===== config.mk =====
export PLATFORM = sky130hd
export DESIGN_NAME = m6809_word_xfer_flat
export DESIGN_NICKNAME = d
export VERILOG_FILES = /design/src/rtl/m6809_word_xfer_if.sv /design/src/rtl/m6809_word_xfer.sv /design/src/flat_wrapper.sv
export SDC_FILE = /design/constraint.sdc
export NUM_CORES = 1
export LEC_CHECK = 0
export ABC_AREA = 1
export BUFFER_PORTS_ARGS = -buffer_cell sky130_fd_sc_hd__buf_2
export CORE_AREA = 2 2 61 121
export DETAILED_ROUTE_END_ITERATION = 8
export DIE_AREA = 0 0 63 123
export PLACE_DENSITY = 0.81
export SLEW_MARGIN = 25
export SYNTH_ARGS = -nofsm -noshare
export SYNTH_HDL_FRONTEND = slang
export SYNTH_SLANG_ARGS = --single-unit

===== constraint.sdc =====
create_clock -name clk -period 2 [get_ports clk]
set_input_delay 0.2 -clock clk [delete_from_list [all_inputs] [get_ports clk]]
set_output_delay 0.2 -clock clk [all_outputs]
set_load 0.02 [all_outputs]

===== src/rtl/m6809_word_xfer_if.sv =====
// Request/bus bundle for the m6809 word transfer sequencer.
// The slave side is the sequencer; the master side is the datapath plus memory.
interface m6809_word_xfer_if;
   logic        start;
   logic        rw;
   logic        word;
   logic [15:0] addr;
   logic [15:0] wdata;
   logic [15:0] rdata;
   logic        busy;
   logic        done;
   logic [15:0] bus_addr;
   logic        bus_rw;
   logic        bus_vma;
   logic [7:0]  bus_dout;
   logic [7:0]  bus_din;
   logic        bus_ready;

   modport slave (
      input  start, rw, word, addr, wdata, bus_din, bus_ready,
      output rdata, busy, done, bus_addr, bus_rw, bus_vma, bus_dout
   );

   modport master (
      output start, rw, word, addr, wdata, bus_din, bus_ready,
      input  rdata, busy, done, bus_addr, bus_rw, bus_vma, bus_dout
   );
endinterface


===== src/rtl/m6809_word_xfer.sv =====
// Splits a 16-bit load/store into two big-endian byte cycles (or one byte cycle)
// on the 8-bit bus, with bus_ready wait stretching; all outputs are registered.
module m6809_word_xfer (
   input  logic             clk,
   input  logic             reset_n,
   m6809_word_xfer_if.slave xfer
);

   typedef enum logic [1:0] {IDLE, HI, LO, DONE} state_t;

   state_t      state_q, state_d;
   logic        rw_q, rw_d;
   logic        word_q, word_d;
   logic [15:0] addr_q, addr_d;
   logic [7:0]  wdata_lo_q, wdata_lo_d;
   logic [15:0] rdata_q, rdata_d;
   logic        busy_q, busy_d;
   logic        done_q, done_d;
   logic [15:0] bus_addr_q, bus_addr_d;
   logic        bus_rw_q, bus_rw_d;
   logic        bus_vma_q, bus_vma_d;
   logic [7:0]  bus_dout_q, bus_dout_d;

   always_comb begin
      // NOTE: every _d starts as its _q so no path through the case leaves a
      // variable unassigned, which would otherwise infer a latch.
      state_d    = state_q;
      rw_d       = rw_q;
      word_d     = word_q;
      addr_d     = addr_q;
      wdata_lo_d = wdata_lo_q;
      rdata_d    = rdata_q;
      busy_d     = busy_q;
      done_d     = done_q;
      bus_addr_d = bus_addr_q;
      bus_rw_d   = bus_rw_q;
      bus_vma_d  = bus_vma_q;
      bus_dout_d = bus_dout_q;

      unique case (state_q)
         IDLE: begin
            if (xfer.start) begin
               rw_d       = xfer.rw;
               word_d     = xfer.word;
               addr_d     = xfer.addr;
               wdata_lo_d = xfer.wdata[7:0];
               state_d    = HI;
               busy_d     = 1'b1;
               bus_vma_d  = 1'b1;
               bus_addr_d = xfer.addr;
               bus_rw_d   = xfer.rw;
               if (!xfer.rw)
                  bus_dout_d = xfer.word ? xfer.wdata[15:8] : xfer.wdata[7:0];
            end
         end

         HI: begin
            // Bus outputs are left untouched until the cycle completes.
            if (xfer.bus_ready) begin
               if (word_q) begin
                  state_d    = LO;
                  bus_addr_d = addr_q + 16'd1;
                  if (rw_q)
                     rdata_d[15:8] = xfer.bus_din;
                  else
                     bus_dout_d = wdata_lo_q;
               end else begin
                  state_d   = DONE;
                  done_d    = 1'b1;
                  bus_vma_d = 1'b0;
                  bus_rw_d  = 1'b1;
                  if (rw_q)
                     rdata_d = {8'h00, xfer.bus_din};
               end
            end
         end

         LO: begin
            if (xfer.bus_ready) begin
               state_d   = DONE;
               done_d    = 1'b1;
               bus_vma_d = 1'b0;
               bus_rw_d  = 1'b1;
               if (rw_q)
                  rdata_d[7:0] = xfer.bus_din;
            end
         end

         DONE: begin
            state_d = IDLE;
            done_d  = 1'b0;
            busy_d  = 1'b0;
         end

         default: state_d = IDLE;
      endcase
   end

   always_ff @(posedge clk) begin
      // NOTE: non-blocking assignments only, so every flop samples the
      // pre-edge values regardless of statement order.
      if (!reset_n) begin
         state_q    <= IDLE;
         rw_q       <= 1'b1;
         word_q     <= 1'b0;
         addr_q     <= 16'h0000;
         wdata_lo_q <= 8'h00;
         rdata_q    <= 16'h0000;
         busy_q     <= 1'b0;
         done_q     <= 1'b0;
         bus_addr_q <= 16'h0000;
         bus_rw_q   <= 1'b1;
         bus_vma_q  <= 1'b0;
         bus_dout_q <= 8'h00;
      end else begin
         state_q    <= state_d;
         rw_q       <= rw_d;
         word_q     <= word_d;
         addr_q     <= addr_d;
         wdata_lo_q <= wdata_lo_d;
         rdata_q    <= rdata_d;
         busy_q     <= busy_d;
         done_q     <= done_d;
         bus_addr_q <= bus_addr_d;
         bus_rw_q   <= bus_rw_d;
         bus_vma_q  <= bus_vma_d;
         bus_dout_q <= bus_dout_d;
      end
   end

   assign xfer.rdata    = rdata_q;
   assign xfer.busy     = busy_q;
   assign xfer.done     = done_q;
   assign xfer.bus_addr = bus_addr_q;
   assign xfer.bus_rw   = bus_rw_q;
   assign xfer.bus_vma  = bus_vma_q;
   assign xfer.bus_dout = bus_dout_q;

endmodule


===== src/flat_wrapper.sv =====
// flat-port wrapper written by rule: the top's interface ports become plain ports
module m6809_word_xfer_flat 
  (clk, reset_n, xfer_start, xfer_rw, xfer_word, xfer_addr, xfer_wdata, xfer_bus_din, xfer_bus_ready, xfer_rdata, xfer_busy, xfer_done, xfer_bus_addr, xfer_bus_rw, xfer_bus_vma, xfer_bus_dout);
  m6809_word_xfer_if xfer_i ();
  input  logic clk;
  input  logic reset_n;
  input wire logic [$bits(xfer_i.start)-1:0] xfer_start;
  input wire logic [$bits(xfer_i.rw)-1:0] xfer_rw;
  input wire logic [$bits(xfer_i.word)-1:0] xfer_word;
  input wire logic [$bits(xfer_i.addr)-1:0] xfer_addr;
  input wire logic [$bits(xfer_i.wdata)-1:0] xfer_wdata;
  input wire logic [$bits(xfer_i.bus_din)-1:0] xfer_bus_din;
  input wire logic [$bits(xfer_i.bus_ready)-1:0] xfer_bus_ready;
  output wire logic [$bits(xfer_i.rdata)-1:0] xfer_rdata;
  output wire logic [$bits(xfer_i.busy)-1:0] xfer_busy;
  output wire logic [$bits(xfer_i.done)-1:0] xfer_done;
  output wire logic [$bits(xfer_i.bus_addr)-1:0] xfer_bus_addr;
  output wire logic [$bits(xfer_i.bus_rw)-1:0] xfer_bus_rw;
  output wire logic [$bits(xfer_i.bus_vma)-1:0] xfer_bus_vma;
  output wire logic [$bits(xfer_i.bus_dout)-1:0] xfer_bus_dout;
  assign xfer_i.start = xfer_start;
  assign xfer_i.rw = xfer_rw;
  assign xfer_i.word = xfer_word;
  assign xfer_i.addr = xfer_addr;
  assign xfer_i.wdata = xfer_wdata;
  assign xfer_i.bus_din = xfer_bus_din;
  assign xfer_i.bus_ready = xfer_bus_ready;
  assign xfer_rdata = xfer_i.rdata;
  assign xfer_busy = xfer_i.busy;
  assign xfer_done = xfer_i.done;
  assign xfer_bus_addr = xfer_i.bus_addr;
  assign xfer_bus_rw = xfer_i.bus_rw;
  assign xfer_bus_vma = xfer_i.bus_vma;
  assign xfer_bus_dout = xfer_i.bus_dout;
  m6809_word_xfer u_core (.clk(clk), .reset_n(reset_n), .xfer(xfer_i));
endmodule

# [Word-level counts from Yosys, hierarchy flattened]
# Index checks and enable logic that the tools add are counted.
[classes] n_mux=35 n_reduce_logical=15 addsub=1 eq_ne=12
[ops] op="$mux W8" count=11
[ops] op="$mux W16" count=4
[ops] op="$pmux W16 S2" count=1
[ops] op="$pmux W8 S2" count=2
[ops] op="$add A16 B1 Y16 const B" count=1
[ops] op="$ne A2 B2 Y1 const B" count=6
[ops] op="$reduce_and A6 Y1" count=2
[ops] op="$mux W1" count=9
[ops] op="$pmux W1 S3" count=3
[ops] op="$pmux W2 S4" count=1
[ops] op="$reduce_and A4 Y1" count=2
[ops] op="$mux W2" count=3
[ops] op="$ne A2 B1 Y1 const B" count=3
[ops] op="$reduce_and A3 Y1" count=2
[ops] op="$reduce_bool A2 Y1" count=3
[ops] op="$reduce_bool A3 Y1" count=2
[ops] op="$reduce_and A5 Y1" count=1
[ops] op="$eq A2 B2 Y1 const B" count=2
[ops] op="$reduce_and A2 Y1" count=2
[ops] op="$eq A2 B1 Y1 const B" count=1
[ops] op="$logic_not A2 Y1" count=1
[ops] op="$pmux W1 S2" count=1
[totals] regBits=72 word_cells=76

# [Longest topological paths before layout]
[logic_depth] ltp_word=4 ltp_mapped=10

# [Worst setup path after synthesis]
# No wires, ideal clock.
[synth_path] path_kind="register to register" from="register u_core.state_q[1]" to="register u_core.bus_addr_q[3] (netlist: u_core.xfer.bus_addr[3])" n_path_buf=2 arrival_time_ns=1.438 setup_ns=0.119 path_stages_with_launch=9 period_less_slack_ns=1.557 t_required_ns=1.881 slack_ns=0.443 cell_sequence="dfxtp_1 inv_1 ha_1 buf_6 o22ai_4 nand2_2 buf_6 a211oi_1 nor2_1"
[synth_via] elab_chain_len=3 elab_cells_between_ends=8 classes_between="4 x eq/ne; 1 x mux; 3 x reduce/logical"
[synth_lines] item="start, declared" line="m6809_word_xfer.sv:11" text="state_t state_q, state_d;"
[synth_lines] item="start signal, assigned" line="m6809_word_xfer.sv:116" text="state_q <= state_d;"
[synth_lines] item="$eq A2 B1 Y1 or $logic_not A2 Y1 (tied branches)" line="m6809_word_xfer.sv:40" text="unique case (state_q)"
[synth_lines] item="$ne A2 B1 Y1 (no source line) (tied with other cells)"
[synth_lines] item="$reduce_and A4 Y1 (no source line)"
[synth_lines] item="end signal, assigned" line="m6809_word_xfer.sv:124" text="bus_addr_q <= bus_addr_d;"
[synth_lines] item="end, declared" line="m6809_word_xfer.sv:19" text="logic [15:0] bus_addr_q, bus_addr_d;"
# Several ways; a longest one is shown, not always the timed one.
# A chain may end at the register's enable or synchronous reset.

# [Worst setup path after layout]
[layout_path] from="register u_core.state_q[0]" to="register u_core.bus_addr_q[12] (netlist: u_core.xfer.bus_addr[12])"
# The elaborated chain is that of the path after synthesis.

==> results.toml <==
[placed_design]
placed_cell_area_um2 = 3862
dpl.hpwl_um = 5816
place_ws_ns = 0.03028
numPortBuffers = 89
place.gp.congestion = 0.9122

[clock_network]
clk_path_buf_depth = 2
htreeDepth = 3
numClockSinks = 72
clock-root-buffer = "clkbuf_16"
postCtsSetupBuffers = 0
cts_tree = "built"
numCtsBuffers = 9
clkLatencyLatePin_ns = 0.34
clkTransAtPathRegs_ns = 0.06

[detailed_routing]
viasPerCell = 5.165
drtAntennaViolNets = 0
wl_um = 8265
vias = 3378
remaining_drc_errors = 0
wl_per_cell_um = 12.64
first_pass_iters = 5
drt_iter0_markers = 211

[floorplanning]
io_pins = 90
design.die.area_um2 = 7749
coreArea_um2 = 6833
dieWidth_um = 63
dieHeight_um = 123
row_count = 43
initial_core_util_pct = 49.13

[yosys]
syn_inst = 473
synth_edf_count = 0
ys_types = 31
synth_ff_type = "dfxtp_1"
yosys_warnings = 0
synth_seq_cells = 72
seq_area_frac_synth_pct = 42.94
syn_avg_cell_area_um2 = 7.097
syn-num-nets = 525
mappedNetlistArea_um2 = 3357
ys_async_sr_fraction_pct = 0

[layout]
final_nets = 611
antenna_cells = 0
final_common_cell = "buf_2"
fin_area_um2 = 4173
final_cell_mix = "buf_2 (89), nor2_1 (76), nand2_1 (74)"
area_growth_pct = 24.30
drive_above_1_share_pct = 23.05

[sta]
max_slew_margin_pct = 57.59
finalSetupViolCount = 0
slew_violations = 0
finalWorstSetupSlack_ns = 0.1936
min_period_over_period_pct = 90.32
fin_tns_setup_ns = 0
hold_viol = 0
worst_pin_slew_ns = 0.6361
fin_skew_ns = 0.005111
fmax_mhz = 553.6
rsz0062_at_grt = "false"
period_needed_ns = 1.806

[power_and_ir_drop]
cellPowerDensity_nw_per_um2 = 1505
peakVddDrop_v = 0.0009695
p_leak_nw = 1.889

[flow_run]
drv_cap = 0

[setup_path]
cp.required_ns = 2.25
start_kind = "flop"
critPathCaptureType = "flop"
cp_max_fo = 14
path_class = "reg -> reg"
worst_ep_arrival_time_ns = 2.05

[grt]
antenna_found_initial = 0
grt_pass1_wl_um = 13570
grt_max_degree = 24
gr-total-overflow = 0
grt_pass1_vias = 3109
grt_usage_pct = 22.08

[status]
outcome = "completed"

[min_path]
min_path_type = "in -> reg"
-- cell families (layout without fill, tap and decap cells) --
family / Yosys count / in the layout / synth area share [%]
buffers and inverters: 75 / 166 / 9.392
XOR/XNOR: 5 / 5 / 1.305
AND/OR/NAND/NOR: 176 / 176 / 21.62
adder cells (fa/ha/maj): 6 / 6 / 2.236
flip-flops: 72 / 72 / 42.94
AO/OA/AOI/OAI: 139 / 139 / 22.51
-- report_power, final --
group          switching (mW)  leakage (nW)  total, mW  internal (mW)
Sequential              0.290         0.593       2.17           1.88
Combinational            1.66          1.14       2.52          0.865
Clock                   0.598         0.152       1.59          0.991
-- critical path: stages (launching register included) --
cell,delay (ns)
dfxtp_1,0.44
inv_1,0.12
ha_1,0.25
inv_2,0.09
nor2_1,0.05
inv_2,0.10
nand2_2,0.15
buf_4,0.23
nor2_1,0.12
nand2_1,0.07
a21oi_1,0.11
-- state kept, by name (all words and copies together) (netlist names) --
register	cells
u_core.state_q	2
u_core.rw_q	1
u_core.wdata_lo_q	8
u_core.addr_q	16
u_core.xfer.busy	1
u_core.xfer.bus_rw	1
u_core.xfer.bus_vma	1
u_core.word_q	1
u_core.xfer.rdata	16
u_core.xfer.bus_dout	8
u_core.xfer.bus_addr	16
u_core.xfer.done	1
-- per-layer routing --
| layer | track usage, % | share of wire (%) | vias up |
|---|---|---|---|
| li1 | - | - | 1733 |
| met1 | 26.04 | 43 | 1539 |
| met2 | 37.57 | 50 | 92 |
| met3 | 5.551 | 5.7 | 14 |
| met4 | 9.861 | 1.7 | 0 |
| met5 | 0 | 0 | - |
-- synth_stat cells, types with 2 or more instances --
master,count,area [µm²]
clkbuf_1,11,41.29
buf_2,8,40.04
buf_6,3,33.78
ha_1,6,75.07
o21ai_1,25,125.1
nand4_1,4,25.02
clkinv_1,2,7.510
a21oi_1,46,230.2
nand3_1,16,80.08
xor2_1,3,26.28
dfxtp_1,72,1441
a31oi_1,3,18.77
nor2_1,76,285.3
xnor2_1,2,17.52
a22oi_1,8,60.06
inv_2,7,26.28
o21ai_0,51,255.2
inv_1,43,161.4
nand2_1,74,277.8
nand2_2,2,12.51
-- final cells by class --
type | count | area, µm²
multi-input cells | 326 | 1613
clock buffers | 10 | 239.0
inverters | 52 | 195.2
fillers | 655 | 2660
well taps | 90 | 112.6
repair buffers | 98 | 513.0
flip-flops and latches | 72 | 1441
clock inverters | 6 | 58.81
-- path summary, 6_finish.rpt --
check	slack, ns	endpoint	from	depth (start not counted)
max reg2reg	0.19	u_core.xfer.bus_addr[12]	u_core.state_q[0]	10
min reg2reg	0.44	u_core.xfer.rdata[1]	u_core.xfer.rdata[1]	2
max	0.19	u_core.xfer.bus_addr[12]	u_core.state_q[0]	10
min	0.11	u_core.xfer.rdata[10]	xfer_bus_din[2]	3
-- timing repair --
action	in CTS	in global routing
setup endpoints to repair	0	24
hold buffers	0	0
gates resized for setup	0	2
-- per-stage QoR --
step	power [mW]	cells	hold WS [ns]	utilization, %
after floorplan	4.009	473	0.3132	-
after global placement	4.607	638	0.4296	56.53
after detailed placement	4.668	638	0.4374	56.53
after CTS	6.276	654	0.1067	60.89
after global routing	6.685	654	0.1288	61.07
final	6.278	654	0.1125	61.07
No activity file was read; power rests on OpenSTA's default activity.
